==> src/rtl/proj_divider_wb_initiator_if.sv <==
// Wishbone classic bus bundle between the divider initiator (master) and the
// divider CSR block (slave).
interface proj_divider_wb_initiator_if #(
  parameter int unsigned WBW = 32
);
  logic             cyc;
  logic             stb;
  logic             we;
  logic [WBW/8-1:0] sel;
  logic [WBW-1:0]   adr;
  logic [WBW-1:0]   dat_w;
  logic [WBW-1:0]   dat_r;
  logic             ack;

  modport master (
    output cyc, stb, we, sel, adr, dat_w,
    input  dat_r, ack
  );

  modport slave (
    input  cyc, stb, we, sel, adr, dat_w,
    output dat_r, ack
  );
endinterface

==> src/rtl/proj_divider_wb_initiator.sv <==
// Wishbone initiator that runs one full division on the serial-divider CSR block:
// write operands, start, poll FINI, read quotient and remainder, report done/err.
module proj_divider_wb_initiator #(
  parameter int unsigned    WBW         = 32,
  parameter int unsigned    XLEN        = 32,
  parameter logic [WBW-1:0] BASE_ADR    = WBW'(32'h3000_0000),
  parameter int unsigned    ACK_TIMEOUT = 16,
  parameter int unsigned    POLL_MAX    = 64,
  parameter int unsigned    POLL_GAP    = 2
) (
  input  logic            clk_i,
  input  logic            reset_ni,
  input  logic            req_i,
  input  logic [XLEN-1:0] dividend_i,
  input  logic [XLEN-1:0] divisor_i,
  output logic            ready_o,
  output logic            done_o,
  output logic            err_o,
  output logic [1:0]      err_code_o,
  output logic [XLEN-1:0] quotient_o,
  output logic [XLEN-1:0] remainder_o,
  proj_divider_wb_initiator_if.master wbm
);

  localparam int unsigned AckW  = $clog2(ACK_TIMEOUT + 1);
  localparam int unsigned PollW = $clog2(POLL_MAX + 1);
  localparam int unsigned GapW  = $clog2(POLL_GAP + 1);

  localparam logic [AckW-1:0]  AckLast  = AckW'(ACK_TIMEOUT - 1);
  localparam logic [PollW-1:0] PollLast = PollW'(POLL_MAX - 1);
  localparam logic [GapW-1:0]  GapLoad  = GapW'(POLL_GAP - 1);

  localparam logic [WBW-1:0] AdrDvd   = BASE_ADR;
  localparam logic [WBW-1:0] AdrDvs   = BASE_ADR + WBW'(32'h04);
  localparam logic [WBW-1:0] AdrQuo   = BASE_ADR + WBW'(32'h08);
  localparam logic [WBW-1:0] AdrRem   = BASE_ADR + WBW'(32'h0C);
  localparam logic [WBW-1:0] AdrFini  = BASE_ADR + WBW'(32'h14);
  localparam logic [WBW-1:0] AdrStart = BASE_ADR + WBW'(32'h18);

  typedef enum logic [3:0] {
    StIdle,
    StWrDvd,
    StWrDvs,
    StWrStart,
    StRdFini,
    StRdQuo,
    StRdRem,
    StDone,
    StErr
  } state_e;

  state_e            state_q;
  logic              cyc_q;
  logic              we_q;
  logic [WBW-1:0]    adr_q;
  logic [WBW-1:0]    dat_q;
  logic [AckW-1:0]   ack_cnt_q;
  logic [PollW-1:0]  poll_cnt_q;
  logic [GapW-1:0]   gap_q;
  logic [XLEN-1:0]   dvd_q;
  logic [XLEN-1:0]   dvs_q;
  logic [XLEN-1:0]   quo_cap_q;
  logic [XLEN-1:0]   quotient_q;
  logic [XLEN-1:0]   remainder_q;
  logic              ready_q;
  logic              done_q;
  logic              err_q;
  logic [1:0]        err_code_q;

  logic              acc_we;
  logic [WBW-1:0]    acc_adr;
  logic [WBW-1:0]    acc_dat;

  // Access attributes of the bus state we are in; loaded when its cycle starts.
  always_comb begin
    acc_we  = 1'b0;
    acc_adr = '0;
    acc_dat = '0;
    unique case (state_q)
      StWrDvd:   begin acc_we = 1'b1; acc_adr = AdrDvd;   acc_dat = WBW'(dvd_q); end
      StWrDvs:   begin acc_we = 1'b1; acc_adr = AdrDvs;   acc_dat = WBW'(dvs_q); end
      StWrStart: begin acc_we = 1'b1; acc_adr = AdrStart; end
      StRdFini:  acc_adr = AdrFini;
      StRdQuo:   acc_adr = AdrQuo;
      StRdRem:   acc_adr = AdrRem;
      default:   ;
    endcase
  end

  always_ff @(posedge clk_i or negedge reset_ni) begin
    if (!reset_ni) begin
      state_q     <= StIdle;
      cyc_q       <= 1'b0;
      we_q        <= 1'b0;
      adr_q       <= '0;
      dat_q       <= '0;
      ack_cnt_q   <= '0;
      poll_cnt_q  <= '0;
      gap_q       <= '0;
      dvd_q       <= '0;
      dvs_q       <= '0;
      quo_cap_q   <= '0;
      quotient_q  <= '0;
      remainder_q <= '0;
      ready_q     <= 1'b1;
      done_q      <= 1'b0;
      err_q       <= 1'b0;
      err_code_q  <= 2'b00;
    end else begin
      done_q <= 1'b0;
      err_q  <= 1'b0;
      unique case (state_q)
        StIdle: begin
          if (req_i) begin
            ready_q    <= 1'b0;
            dvd_q      <= dividend_i;
            dvs_q      <= divisor_i;
            poll_cnt_q <= '0;
            gap_q      <= '0;
            // Divisors 0 and 1 never let the responder finish; refuse without bus traffic.
            if (divisor_i[XLEN-1:1] == '0) begin
              err_q      <= 1'b1;
              err_code_q <= 2'b11;
              state_q    <= StErr;
            end else begin
              err_code_q <= 2'b00;
              state_q    <= StWrDvd;
              cyc_q      <= 1'b1;
              we_q       <= 1'b1;
              adr_q      <= AdrDvd;
              dat_q      <= WBW'(dividend_i);
              ack_cnt_q  <= '0;
            end
          end
        end
        StWrDvd, StWrDvs, StWrStart, StRdFini, StRdQuo, StRdRem: begin
          if (!cyc_q) begin
            if (gap_q == '0) begin
              cyc_q     <= 1'b1;
              we_q      <= acc_we;
              adr_q     <= acc_adr;
              dat_q     <= acc_dat;
              ack_cnt_q <= '0;
            end else begin
              gap_q <= gap_q - 1'b1;
            end
          end else if (wbm.ack) begin
            cyc_q <= 1'b0;
            we_q  <= 1'b0;
            adr_q <= '0;
            dat_q <= '0;
            gap_q <= '0;
            case (state_q)
              StWrDvd:   state_q <= StWrDvs;
              StWrDvs:   state_q <= StWrStart;
              StWrStart: begin
                state_q <= StRdFini;
                gap_q   <= GapLoad;
              end
              StRdFini: begin
                if (wbm.dat_r[0]) begin
                  state_q <= StRdQuo;
                end else if (poll_cnt_q == PollLast) begin
                  err_q      <= 1'b1;
                  err_code_q <= 2'b10;
                  state_q    <= StErr;
                end else begin
                  poll_cnt_q <= poll_cnt_q + 1'b1;
                  gap_q      <= GapLoad;
                end
              end
              StRdQuo: begin
                quo_cap_q <= wbm.dat_r[XLEN-1:0];
                state_q   <= StRdRem;
              end
              StRdRem: begin
                quotient_q  <= quo_cap_q;
                remainder_q <= wbm.dat_r[XLEN-1:0];
                done_q      <= 1'b1;
                state_q     <= StDone;
              end
              default: ;
            endcase
          end else if (ack_cnt_q == AckLast) begin
            cyc_q      <= 1'b0;
            we_q       <= 1'b0;
            adr_q      <= '0;
            dat_q      <= '0;
            err_q      <= 1'b1;
            err_code_q <= 2'b01;
            state_q    <= StErr;
          end else begin
            ack_cnt_q <= ack_cnt_q + 1'b1;
          end
        end
        StDone, StErr: begin
          ready_q <= 1'b1;
          state_q <= StIdle;
        end
        default: begin
          ready_q <= 1'b1;
          state_q <= StIdle;
        end
      endcase
    end
  end

  assign wbm.cyc   = cyc_q;
  assign wbm.stb   = cyc_q;
  assign wbm.we    = we_q;
  assign wbm.sel   = {(WBW/8){cyc_q}};
  assign wbm.adr   = adr_q;
  assign wbm.dat_w = dat_q;

  assign ready_o     = ready_q;
  assign done_o      = done_q;
  assign err_o       = err_q;
  assign err_code_o  = err_code_q;
  assign quotient_o  = quotient_q;
  assign remainder_o = remainder_q;

endmodule

==> src/flat_wrapper.sv <==
// flat-port wrapper written by rule: the top's interface ports become plain ports
module proj_divider_wb_initiator_flat 
#(
  parameter int unsigned    WBW         = 32,
  parameter int unsigned    XLEN        = 32,
  parameter logic [WBW-1:0] BASE_ADR    = WBW'(32'h3000_0000),
  parameter int unsigned    ACK_TIMEOUT = 16,
  parameter int unsigned    POLL_MAX    = 64,
  parameter int unsigned    POLL_GAP    = 2
)
  (clk_i, reset_ni, req_i, dividend_i, divisor_i, ready_o, done_o, err_o, err_code_o, quotient_o, remainder_o, wbm_cyc, wbm_stb, wbm_we, wbm_sel, wbm_adr, wbm_dat_w, wbm_dat_r, wbm_ack);
  proj_divider_wb_initiator_if #(.WBW(WBW)) wbm_i ();
  input  logic clk_i;
  input  logic reset_ni;
  input  logic req_i;
  input  logic [XLEN-1:0] dividend_i;
  input  logic [XLEN-1:0] divisor_i;
  output logic ready_o;
  output logic done_o;
  output logic err_o;
  output logic [1:0] err_code_o;
  output logic [XLEN-1:0] quotient_o;
  output logic [XLEN-1:0] remainder_o;
  output wire logic [$bits(wbm_i.cyc)-1:0] wbm_cyc;
  output wire logic [$bits(wbm_i.stb)-1:0] wbm_stb;
  output wire logic [$bits(wbm_i.we)-1:0] wbm_we;
  output wire logic [$bits(wbm_i.sel)-1:0] wbm_sel;
  output wire logic [$bits(wbm_i.adr)-1:0] wbm_adr;
  output wire logic [$bits(wbm_i.dat_w)-1:0] wbm_dat_w;
  input wire logic [$bits(wbm_i.dat_r)-1:0] wbm_dat_r;
  input wire logic [$bits(wbm_i.ack)-1:0] wbm_ack;
  assign wbm_cyc = wbm_i.cyc;
  assign wbm_stb = wbm_i.stb;
  assign wbm_we = wbm_i.we;
  assign wbm_sel = wbm_i.sel;
  assign wbm_adr = wbm_i.adr;
  assign wbm_dat_w = wbm_i.dat_w;
  assign wbm_i.dat_r = wbm_dat_r;
  assign wbm_i.ack = wbm_ack;
  proj_divider_wb_initiator #(.WBW(WBW), .XLEN(XLEN), .BASE_ADR(BASE_ADR), .ACK_TIMEOUT(ACK_TIMEOUT), .POLL_MAX(POLL_MAX), .POLL_GAP(POLL_GAP)) u_core (.clk_i(clk_i), .reset_ni(reset_ni), .req_i(req_i), .dividend_i(dividend_i), .divisor_i(divisor_i), .ready_o(ready_o), .done_o(done_o), .err_o(err_o), .err_code_o(err_code_o), .quotient_o(quotient_o), .remainder_o(remainder_o), .wbm(wbm_i));
endmodule
==> config.mk <==
export PLATFORM = sky130hd
export DESIGN_NAME = proj_divider_wb_initiator_flat
export DESIGN_NICKNAME = d
export VERILOG_FILES = /design/src/rtl/proj_divider_wb_initiator_if.sv /design/src/rtl/proj_divider_wb_initiator.sv /design/src/flat_wrapper.sv
export SDC_FILE = /design/constraint.sdc
export NUM_CORES = 1
export LEC_CHECK = 0
export BUFFER_PORTS_ARGS = -buffer_cell sky130_fd_sc_hd__buf_2
export CORE_ASPECT_RATIO = 0.9
export CORE_MARGIN = 4
export CORE_UTILIZATION = 48
export CTS_CLUSTER_SIZE = 20
export DETAILED_ROUTE_END_ITERATION = 6
export PLACE_DENSITY = 0.8
export SLEW_MARGIN = 20
export SYNTH_ARGS = -nofsm -noshare
export SYNTH_HDL_FRONTEND = slang
export SYNTH_SLANG_ARGS = --single-unit
==> constraint.sdc <==
create_clock -name clk_i -period 2.2 [get_ports clk_i]
set_input_delay 0.22 -clock clk_i [delete_from_list [all_inputs] [get_ports clk_i]]
set_output_delay 0.22 -clock clk_i [all_outputs]
set_load 0.01 [all_outputs]
Word-level counts from Yosys, hierarchy flattened
Index checks and enable logic that the tools add are counted.
W data, S select, Z words.
{"block": "totals", "out_inout_bits": 140, "inputBits": 100, "regBits": 249}
{"block": "classes", "n_addsub": 3, "bitwise_logic": 1, "n_reduce_logical": 17, "eq_ne": 27, "muxes": 82}
{"op": "$mux W32", "n": 10}
{"op": "$pmux W32 S2", "n": 3}
{"op": "$pmux W30 S6", "n": 1}
{"op": "$mux W7", "n": 6}
{"op": "$logic_not A31 Y1", "n": 1}
{"op": "$mux W5", "n": 6}
{"op": "$mux W4", "n": 7}
{"op": "$mux W2", "n": 13}
{"op": "$mux W1", "n": 25}
{"op": "$pmux W4 S6", "n": 1}
{"op": "$pmux W7 S2", "n": 1}
{"op": "$reduce_and A7 Y1", "n": 2}
{"op": "$eq A4 B3 Y1 const B", "n": 3}
{"op": "$ne A3 B2 Y1 const B", "n": 4}
{"op": "$ne A3 B3 Y1 const B", "n": 4}
{"op": "$pmux W2 S2", "n": 3}
{"op": "$reduce_and A4 Y1", "n": 3}
{"op": "$ne A2 B2 Y1 const B", "n": 5}
{"op": "$pmux W5 S2", "n": 1}
{"op": "$reduce_and A5 Y1", "n": 2}
{"op": "$eq A4 B2 Y1 const B", "n": 2}
{"op": "$ne A8 B2 Y1 const B", "n": 1}
{"op": "$pmux W1 S2", "n": 4}
{"op": "$pmux W4 S2", "n": 1}
{"op": "other kinds (19)", "n": 21}

Depth between registers and ports, before layout
Gate-level depths: netlist of the first run.
{"block": "logic_depth", "word_depth": 7, "mapped_depth": 9, "mapped_depth_nobuf": 7}

Worst setup path after synthesis of the first run
No wires, ideal clock.
{"block": "synth_path", "path_kind": "register to register", "startpoint": "reg u_core.state_q[0]", "endpoint": "reg u_core.poll_cnt_q[5]", "n_path_buf": 1, "stages_incl_launch_ff": 7, "setup_slack_ns": -0.003, "arrival_ns": 2.125, "synth_period_minus_slack_ns": 2.203, "setup_ns": 0.078, "path_cell_list": "dfrtp_1 buf_6 or4b_4 a2111oi_4 o21ai_2 or4_1 a21oi_1"}
{"block": "synth_between", "elab_chain_len": 4, "word_cells_on_any_way": 17}
{"element": "from (decl)", "line_no": "proj_divider_wb_initiator.sv:52", "source": "state_e state_q;"}
{"element": "from (signal assigned)", "line_no": "proj_divider_wb_initiator.sv:92", "source": "state_q <= StIdle;"}
{"element": "from (signal assigned)", "line_no": "proj_divider_wb_initiator.sv:124", "source": "state_q <= StErr;"}
{"element": "from (signal assigned)", "line_no": "proj_divider_wb_initiator.sv:127", "source": "state_q <= StWrDvd;"}
{"element": "$eq A4 B1 Y1 (tied with other cells)", "line_no": "proj_divider_wb_initiator.sv:112", "source": "unique case (state_q)"}
{"element": "$reduce_or A6 Y1", "line_no": "proj_divider_wb_initiator.sv:112"}
{"element": "$ne A2 B2 Y1 (no line) (tied with other cells)"}
{"element": "$reduce_and A7 Y1 (no line)"}
{"element": "to (signal assigned)", "line_no": "proj_divider_wb_initiator.sv:168", "source": "poll_cnt_q <= poll_cnt_q + 1'b1;"}
{"element": "to (decl)", "line_no": "proj_divider_wb_initiator.sv:58", "source": "logic [PollW-1:0] poll_cnt_q;"}
Several ways; a longest one is shown, not always the timed one.
A chain may end at the register's enable or synchronous reset.

Final worst setup path of the first run
Same ends and word-level chain as after synthesis.

==> results of run 1 <==
stage by stage:
step	worst slack (ps)	utilization	area [µm²]	std cells
3_3_place_gp	-28.9	0.562	11200	1330
3_5_place_dp	-99.2	0.562	11200	1330
2_1_floorplan	58.5	-	9830	909
6_report	31.9	0.648	13000	1469
4_1_cts	15.5	0.644	12900	1465
5_1_grt	-47.0	0.648	13000	1469
synthesized netlist by cell type, types with 2 or more instances:
library cell / number
xor2_1: 2
a22oi_1: 34
nand4_1: 2
nand2_1: 236
mux2_2: 129
and3_1: 4
a21oi_1: 9
ha_1: 4
clkbuf_1: 37
nor3_1: 9
o21ai_0: 42
inv_1: 11
nor4_1: 8
o31ai_1: 5
nand3_1: 4
nand2b_1: 4
dfrtp_1: 220
nor2_1: 20
buf_4: 33
o211ai_1: 2
mux2i_1: 2
buf_1: 5
a211oi_1: 3
or4_1: 5
nor4b_1: 2
o2bb2ai_1: 2
buf_2: 12
a31oi_1: 2
mux2_1: 6
worst min-delay path by stage:
stage                       from  cells past startpoint                                 to  slack [ps]
floorplan               reset_ni                      0    u_core.ack_cnt_q[0]$_DFFE_PN0P_         -80
global placement        reset_ni                      1  u_core.quotient_o[23]$_DFFE_PN0P_         210
detailed placement      reset_ni                      1   u_core.quo_cap_q[23]$_DFFE_PN0P_         220
CTS                 wbm_dat_r[0]                      2  u_core.remainder_o[0]$_DFFE_PN0P_          20
global route        wbm_dat_r[0]                      2    u_core.quo_cap_q[0]$_DFFE_PN0P_          40
finish              wbm_dat_r[0]                      2  u_core.remainder_o[0]$_DFFE_PN0P_          40
state kept, by name, indices dropped and copies added (netlist names), 5 cells and up:
register,cells
u_core.quo_cap_q,32
u_core.dvd_q,32
u_core.ack_cnt_q,5
u_core.quotient_o,32
u_core.remainder_o,32
u_core.poll_cnt_q,7
u_core.wbm.dat_w,32
u_core.dvs_q,32
timing repair:
item,4_1_cts,5_1_grt
cloned,0,1
buffers inserted,0,3
gates resized for setup,1,7
pin swaps,0,5
endpoints found under the hold margin,194,0
hold buffers,96,0
setup endpoints to repair,2,43
layout by cell type, fill, tap and decap left out, types with 5 or more instances in the layout:
cell | netlist | final
nand2_1 | 236 | 235
dfrtp_1 | 220 | 219
buf_2 | 12 | 211
mux2_2 | 129 | 129
dlygate4sd3_1 | 0 | 96
o21ai_0 | 42 | 42
a22oi_1 | 34 | 34
buf_4 | 33 | 34
conb_1 | 1 | 27
clkbuf_16 | 0 | 24
nor2_1 | 20 | 19
inv_1 | 11 | 11
buf_12 | 0 | 11
a21oi_1 | 9 | 9
nor4_1 | 8 | 7
nor3_1 | 9 | 6
mux2_1 | 6 | 6
clkinv_2 | 0 | 6
clkbuf_1 | 37 | 6
o31ai_1 | 5 | 5
cell type report:
class,count,area (µm²)
Tap cell,255,319
Inverter,11,41.3
Sequential cell,221,5530
Fill cell,1452,7030
Clock buffer,32,639
Multi-Input combinational cell,589,3850
Clock inverter,7,38.8
Timing Repair Buffer,354,2530
metal layers:
metal	global-route usage	up-vias
met5	0	-
met4	0.101	0
met3	0.0409	86
met2	0.369	375
met1	0.306	3955
li1	-	3593
critical path, cell delays in order (launching register included):
cell and delay (ps):
dfrtp_2 450, or4b_4 580, a2111oi_4 250, o21ai_2 130, or4_1 520, a21oi_1 150
cell families (layout without fill, tap and decap cells):
logic type | after synthesis | after routing | share of synthesized area
AND/OR/NAND/NOR | 301 | 301 | 0.129
flip-flops | 221 | 221 | 0.568
multiplexers | 137 | 137 | 0.158
AO/OA/AOI/OAI | 117 | 117 | 0.0830
buffers and inverters | 99 | 404 | 0.0532
adder cells (fa/ha/maj) | 4 | 4 | 0.00514
XOR/XNOR | 3 | 3 | 0.00270
other | 1 | 27 | 0.000385
power by group through the flow:
stage	logic [µW]	clock network [µW]	registers, µW
3_3_place_gp	6720	0	6400
4_1_cts	7100	3650	6430
5_1_grt	8110	3830	6660
2_1_floorplan	4290	0	6540
3_5_place_dp	6920	0	6470
6_report	7430	3590	6480
==> results by group, run 1 <==
Final layout
  – ANT cells: 0
  – Area growth from synthesis to layout: 33.1%
  – Nets: ~1,300
  – Layout cells sized above 1: 0.363

Synthesis
  – Leading area contributor after synthesis: dfrtp_1
  – Mapped cell area: 9730 µm²
  – Fraction of registers with async set/reset: 1.00
  – Seq/Total Area, Yosys: 0.568
  – Syn Inst Count: roughly 880
  – Syn. warnings: 0
  – Synth top area cells: dfrtp_1 (57%), mux2_2 (15%), nand2_1 (9.1%)
  – Syn avg cell area: 11.0 µm²
  – Count of cell types in the netlist: between 50 and 60
  – Register bit total from synthesis: ~220
  – Yosys top cell area share: 0.566
  – Main synth FF type: dfrtp_1
  – Number of synthesized flops with an enable pin: 0

Drt
  – Wire length on met3: 1780 µm
  – Starting DRT DRC Count: ~630
  – DRC viols: 0
  – Highest routed layer: met4
  – ANT nets after route: 0
  – Final WL: 26,800 µm
  – Routed length on met1: 10,800 µm
  – Per-cell routed wire length: 18.2 µm
  – Vias/cell: between 5 and 6
  – DR WL met2: between 10,000 and 15,000 µm
  – DRT Pass-1 Iters: 6
  – Via count: 8,009

Power and ir drop
  – Switch Pwr: 6630 µW
  – Clk network pwr share: 0.205
  – Final Power: 17,500 µW
  – Combinational Power Share: 0.424
  – Sw frac: 0.379
  – P_leak: approximately 0.0067 µW
  – Pwr per Cell Area: 1350 nW/µm²
  – Sequential power share: 0.371
  – Internal power: 10,900 µW
  – Maximum VDD drop: 0.000649 V

Floorplanning
  – Row count: 49
  – Core area: 20,000 µm²
  – Die height: 143 µm
  – I/O pins: 240
  – Initial Util: 0.487
  – Die width: 158 µm
  – Die footprint: about 23,000 µm²

Timing
  – Setup_tns: 0 ps
  – Final-report hold violation count: 0
  – Tightest Pin Transition: between 500 and 600 ps
  – Setup violations, final: 0
  – Minimum clock period: ~2200 ps
  – Fin. max-slew vios: 0
  – FMAX: 461 MHz
  – Final hold slack: 43.9 ps
  – Clk_skew: 24.2 ps
  – Final Cycle Share: 0.985
  – Relative slew slack: 0.612
  – RSZ-0062 raised after global routing: yes

Worst setup path
  – Crit Path Max Fanout: 6
  – Worst reg2reg endpoint: u_core.poll_cnt_q[5]$_DFFE_PN0P_
  – WP data required: 2630 ps
  – Worst Setup End Kind: flip-flop
  – Nature of the critical path startpoint: flip-flop
  – CP arrival: 2600 ps
  – Crit Path Class: reg -> reg
  – Launching point of the worst reg2reg path: u_core.state_q[0]$_DFFE_PN0P_
  – Worst Setup EP: u_core.poll_cnt_q[5]$_DFFE_PN0P_
  – Reg2reg path depth: 5
  – Reg2reg setup slack: 30 ps
  – Crit path from: u_core.state_q[0]$_DFFE_PN0P_

Global route
  – First-pass GRT wire length: 42,100 µm
  – Initial antenna violation count: 0
  – Largest net degree at the start of global routing: 73
  – GR Overflow Total: 0
  – Vias in the first global route: 8,109
  – GRT Util Overall: 0.229

Clock network
  – Num CTS Buffers: 23
  – Max Root-Sink Buffers: 3
  – Clock insertion delay at the later pin of the skew report: 520 ps
  – TritonCTS clock tree: built
  – CTS sink count: 221
  – Root buf cell: clkbuf_16
  – Worst-path clk slew: 70 ps
  – H-tree depth: 1

Placement
  – DP Wirelength: roughly 16,000 µm
  – Port bufs: 212
  – RD Place Congestion: 0.852

Run status
  – Status: finished, final reports clean

Run
  – Max-cap violations: 0

Min path
  – Hold WC Path Type: in -> reg
Note: power is estimated with default switching activity, not from simulation.
==> inputs of run 2 (changes only) <==
--- a/config.mk
+++ b/config.mk
@@ -12,6 +12,7 @@
 export CTS_CLUSTER_SIZE = 20
 export DETAILED_ROUTE_END_ITERATION = 6
 export PLACE_DENSITY = 0.8
+export SETUP_SLACK_MARGIN = 0.1
 export SLEW_MARGIN = 20
 export SYNTH_ARGS = -nofsm -noshare
 export SYNTH_HDL_FRONTEND = slang
==> run 2 against run 1 <==
Against the previous run: first-iteration DRC count is 25% higher; non-clock buffer count grew 13; worst hold slack got worse by 8.2 ps; critical path type unchanged; largest cell class unchanged.
==> results by group, run 2 (same netlist as run 1, synthesis figures left out) <==
Run status
  – Status: finished, final reports clean

Worst setup path
  – Worst Setup End Kind: flip-flop
  – Crit path from: u_core.state_q[0]$_DFFE_PN0P_
  – CP peak stage delay: 520 ps (-60 ps)
  – Launching point of the worst reg2reg path: u_core.state_q[0]$_DFFE_PN0P_
  – CP arrival: 2600 ps (about the same)
  – WP data required: 2600 ps (-30 ps)
  – Crit Path Max Fanout: 6 (unchanged)
  – Most common cell on crit path: buf_6
  – Nature of the critical path startpoint: flip-flop
  – Crit-path cells: buf_6, or4_4, nor3_4, a211oi_4, buf_6, buf_12, mux2_4
  – Crit Path Class: reg -> reg
  – Critical-path top delay cell: or4_4

Clock network
  – TritonCTS clock tree: built
  – Clock insertion delay at the later pin of the skew report: 540 ps (+20 ps)
  – Worst-path clk slew: 60 ps (about the same)
  – Num CTS Buffers: 24 (+4.3%)
  – Root buf cell: clkbuf_16
  – CTS sink count: 221 (unchanged)
  – Max Root-Sink Buffers: 3 (unchanged)
  – H-tree depth: 1 (unchanged)

Drt
  – DRT Pass-1 Iters: 6 (unchanged)
  – Final WL: 28,600 µm (+6.6%)
  – Vias/cell: 5.62 (+3.0%)
  – Per-cell routed wire length: 19.2 µm (+5.3%)
  – Via count: 8,353 (+4.3%)
  – Starting DRT DRC Count: 792 (+25%)
  – ANT nets after route: 0 (unchanged)
  – DRC viols: 0 (unchanged)

Final layout
  – Layout cells sized above 1: 0.386 (+0.0226)
  – Register area: 5540 µm² (about the same)
  – Commonest non-fill, non-tap cell in the layout: nand2_1
  – Area growth from synthesis to layout: 37.4%
  – Most frequent cells in the layout: nand2_1 (235), dfrtp_1 (217), buf_2 (211)
  – Area of the multi-input gates: 3920 µm² (+1.9%)
  – Nets: 1,318 (+1.1%)
  – Layout Cells excl Fill: 1,487 (+1.2%)
  – Fillers: 1,353 (-6.8%)

Timing
  – Minimum clock period: 2200 ps (+31.8 ps)
  – Fin. max-slew vios: 0 (unchanged)
  – Setup violations, final: 0 (unchanged)
  – Tightest Pin Transition: 613 ps (+31.3 ps)
  – Clk_skew: 28.5 ps (+4.37 ps)
  – Final hold slack: 35.8 ps (-8.17 ps)
  – Final-report hold violation count: 0 (unchanged)
  – RSZ-0062 raised after global routing: yes
  – FMAX: 455 MHz (-1.4%)
  – Relative slew slack: 0.591 (-0.0209)
  – Final Cycle Share: 1.00 (+0.0145)

Global route
  – Vias in the first global route: 8,201 (+1.1%)
  – First-pass GRT wire length: 42,900 µm (+2.0%)
  – Largest net degree at the start of global routing: 77 (+5.5%)
  – GR Overflow Total: 0 (unchanged)
  – GRT Util Overall: 0.235 (+0.00552)
  – Initial antenna violation count: 1 (+1)

Run
  – Max-cap violations: 0 (unchanged)

Min path
  – Worst hold start: wbm_dat_r[0]
  – Hold WC Path Type: in -> reg

Power and ir drop
  – Final Power: 18,900 µW (+7.9%)
  – P_leak: 0.00687 µW (+2.7%)
  – Maximum VDD drop: 0.000705 V (+8.6%)
  – Pwr per Cell Area: 1410 nW/µm² (+4.5%)

Placement
  – Port bufs: 212 (unchanged)
  – RD Place Congestion: 0.876 (+2.9%)
  – DP Wirelength: 16,200 µm (-0.50%)
  – Placed cell count: 1,330 (unchanged)

Floorplanning
  – Initial Util: 0.487 (unchanged)
  – I/O pins: 240 (unchanged)
  – Core area: 20,000 µm² (unchanged)
  – Die height: 143 µm (unchanged)
  – Die footprint: 22,600 µm² (unchanged)
  – Row count: 49 (unchanged)
  – Die width: 158 µm (unchanged)
[run 2: cell types whose count changed in the layout (fill, tap and decap cells not counted), sizes merged]
cell / delta
buf: +12
clkinvlp: +3
bufinv: +5
inv: -1
clkbuf: -2
diode: +1
[run 2: layer usage]
metal / vias up / wire, µm / track usage / part of all wire
li1: 3624 / - / - / -
met1: 4095 / 11100 / 0.308 / 0.39
met2: 492 / 14000 / 0.382 / 0.49
met3: 142 / 1920 / 0.0394 / 0.067
met4: 0 / 1600 / 0.110 / 0.056
met5: - / 0 / 0 / 0
[run 2: final timing paths]
path,endpoint,slack [ps],cells after the start
min in group asynchronous,u_core.remainder_o[29]$_DFFE_PN0P_,290,2
setup reg to reg,u_core.wbm.adr[28]$_DFFE_PN0P_,0.08,7
setup / recovery,u_core.wbm.adr[28]$_DFFE_PN0P_,0.08,7
max in group asynchronous,u_core.quo_cap_q[1]$_DFFE_PN0P_,1170,3
hold reg to reg,u_core.dvd_q[20]$_DFFE_PN0P_,480,2
hold / removal,u_core.remainder_o[0]$_DFFE_PN0P_,40,2
[run 2: repair_timing]
item	in CTS	in global routing
setup endpoints to repair	87	177
hold buffers	96	0
resized for setup	8	30
buffers inserted	7	7
cloned	0	3
pin swaps	3	8
hold endpoints to repair	197	0
[run 2: area by class of cell]
cell class,count,share of cell area
Clock buffer,29,0.0478
Tap cell,255,0.0239
Sequential cell,221,0.414
Multi-Input combinational cell,589,0.293
Inverter,11,0.00309
Timing Repair Buffer,367,0.200
Antenna cell,1,0.000187
Clock inverter,14,0.0179
[run 2: critical path: cells and delay by family, from the launching register on]
kind,cells,cell delay (ps)
buffers and inverters,3,480
AO/OA/AOI/OAI,1,60
flip-flops,1,440
multiplexers,1,290
AND/OR/NAND/NOR,2,790
[run 2: power breakdown]
| group | leakage (µW) | switching [µW] | internal, µW |
|---|---|---|---|
| registers | 0.00287 | 905 | 5610 |
| clock network | 0.000419 | 1740 | 2690 |
| logic | 0.00358 | 4400 | 3520 |
| total | 0.00687 | 7040 | 11800 |
[run 2: per-stage QoR]
step	setup WS [ps]	utilization	area (µm²)	setup TNS (ps)
final	0.0835	0.669	13400	0
after global placement	4.42	0.561	11200	0
after CTS	55.0	0.658	13100	0
after global routing	-107	0.669	13400	-1270
after floorplan	87.8	-	9850	0
after detailed placement	-56.8	0.561	11200	-155
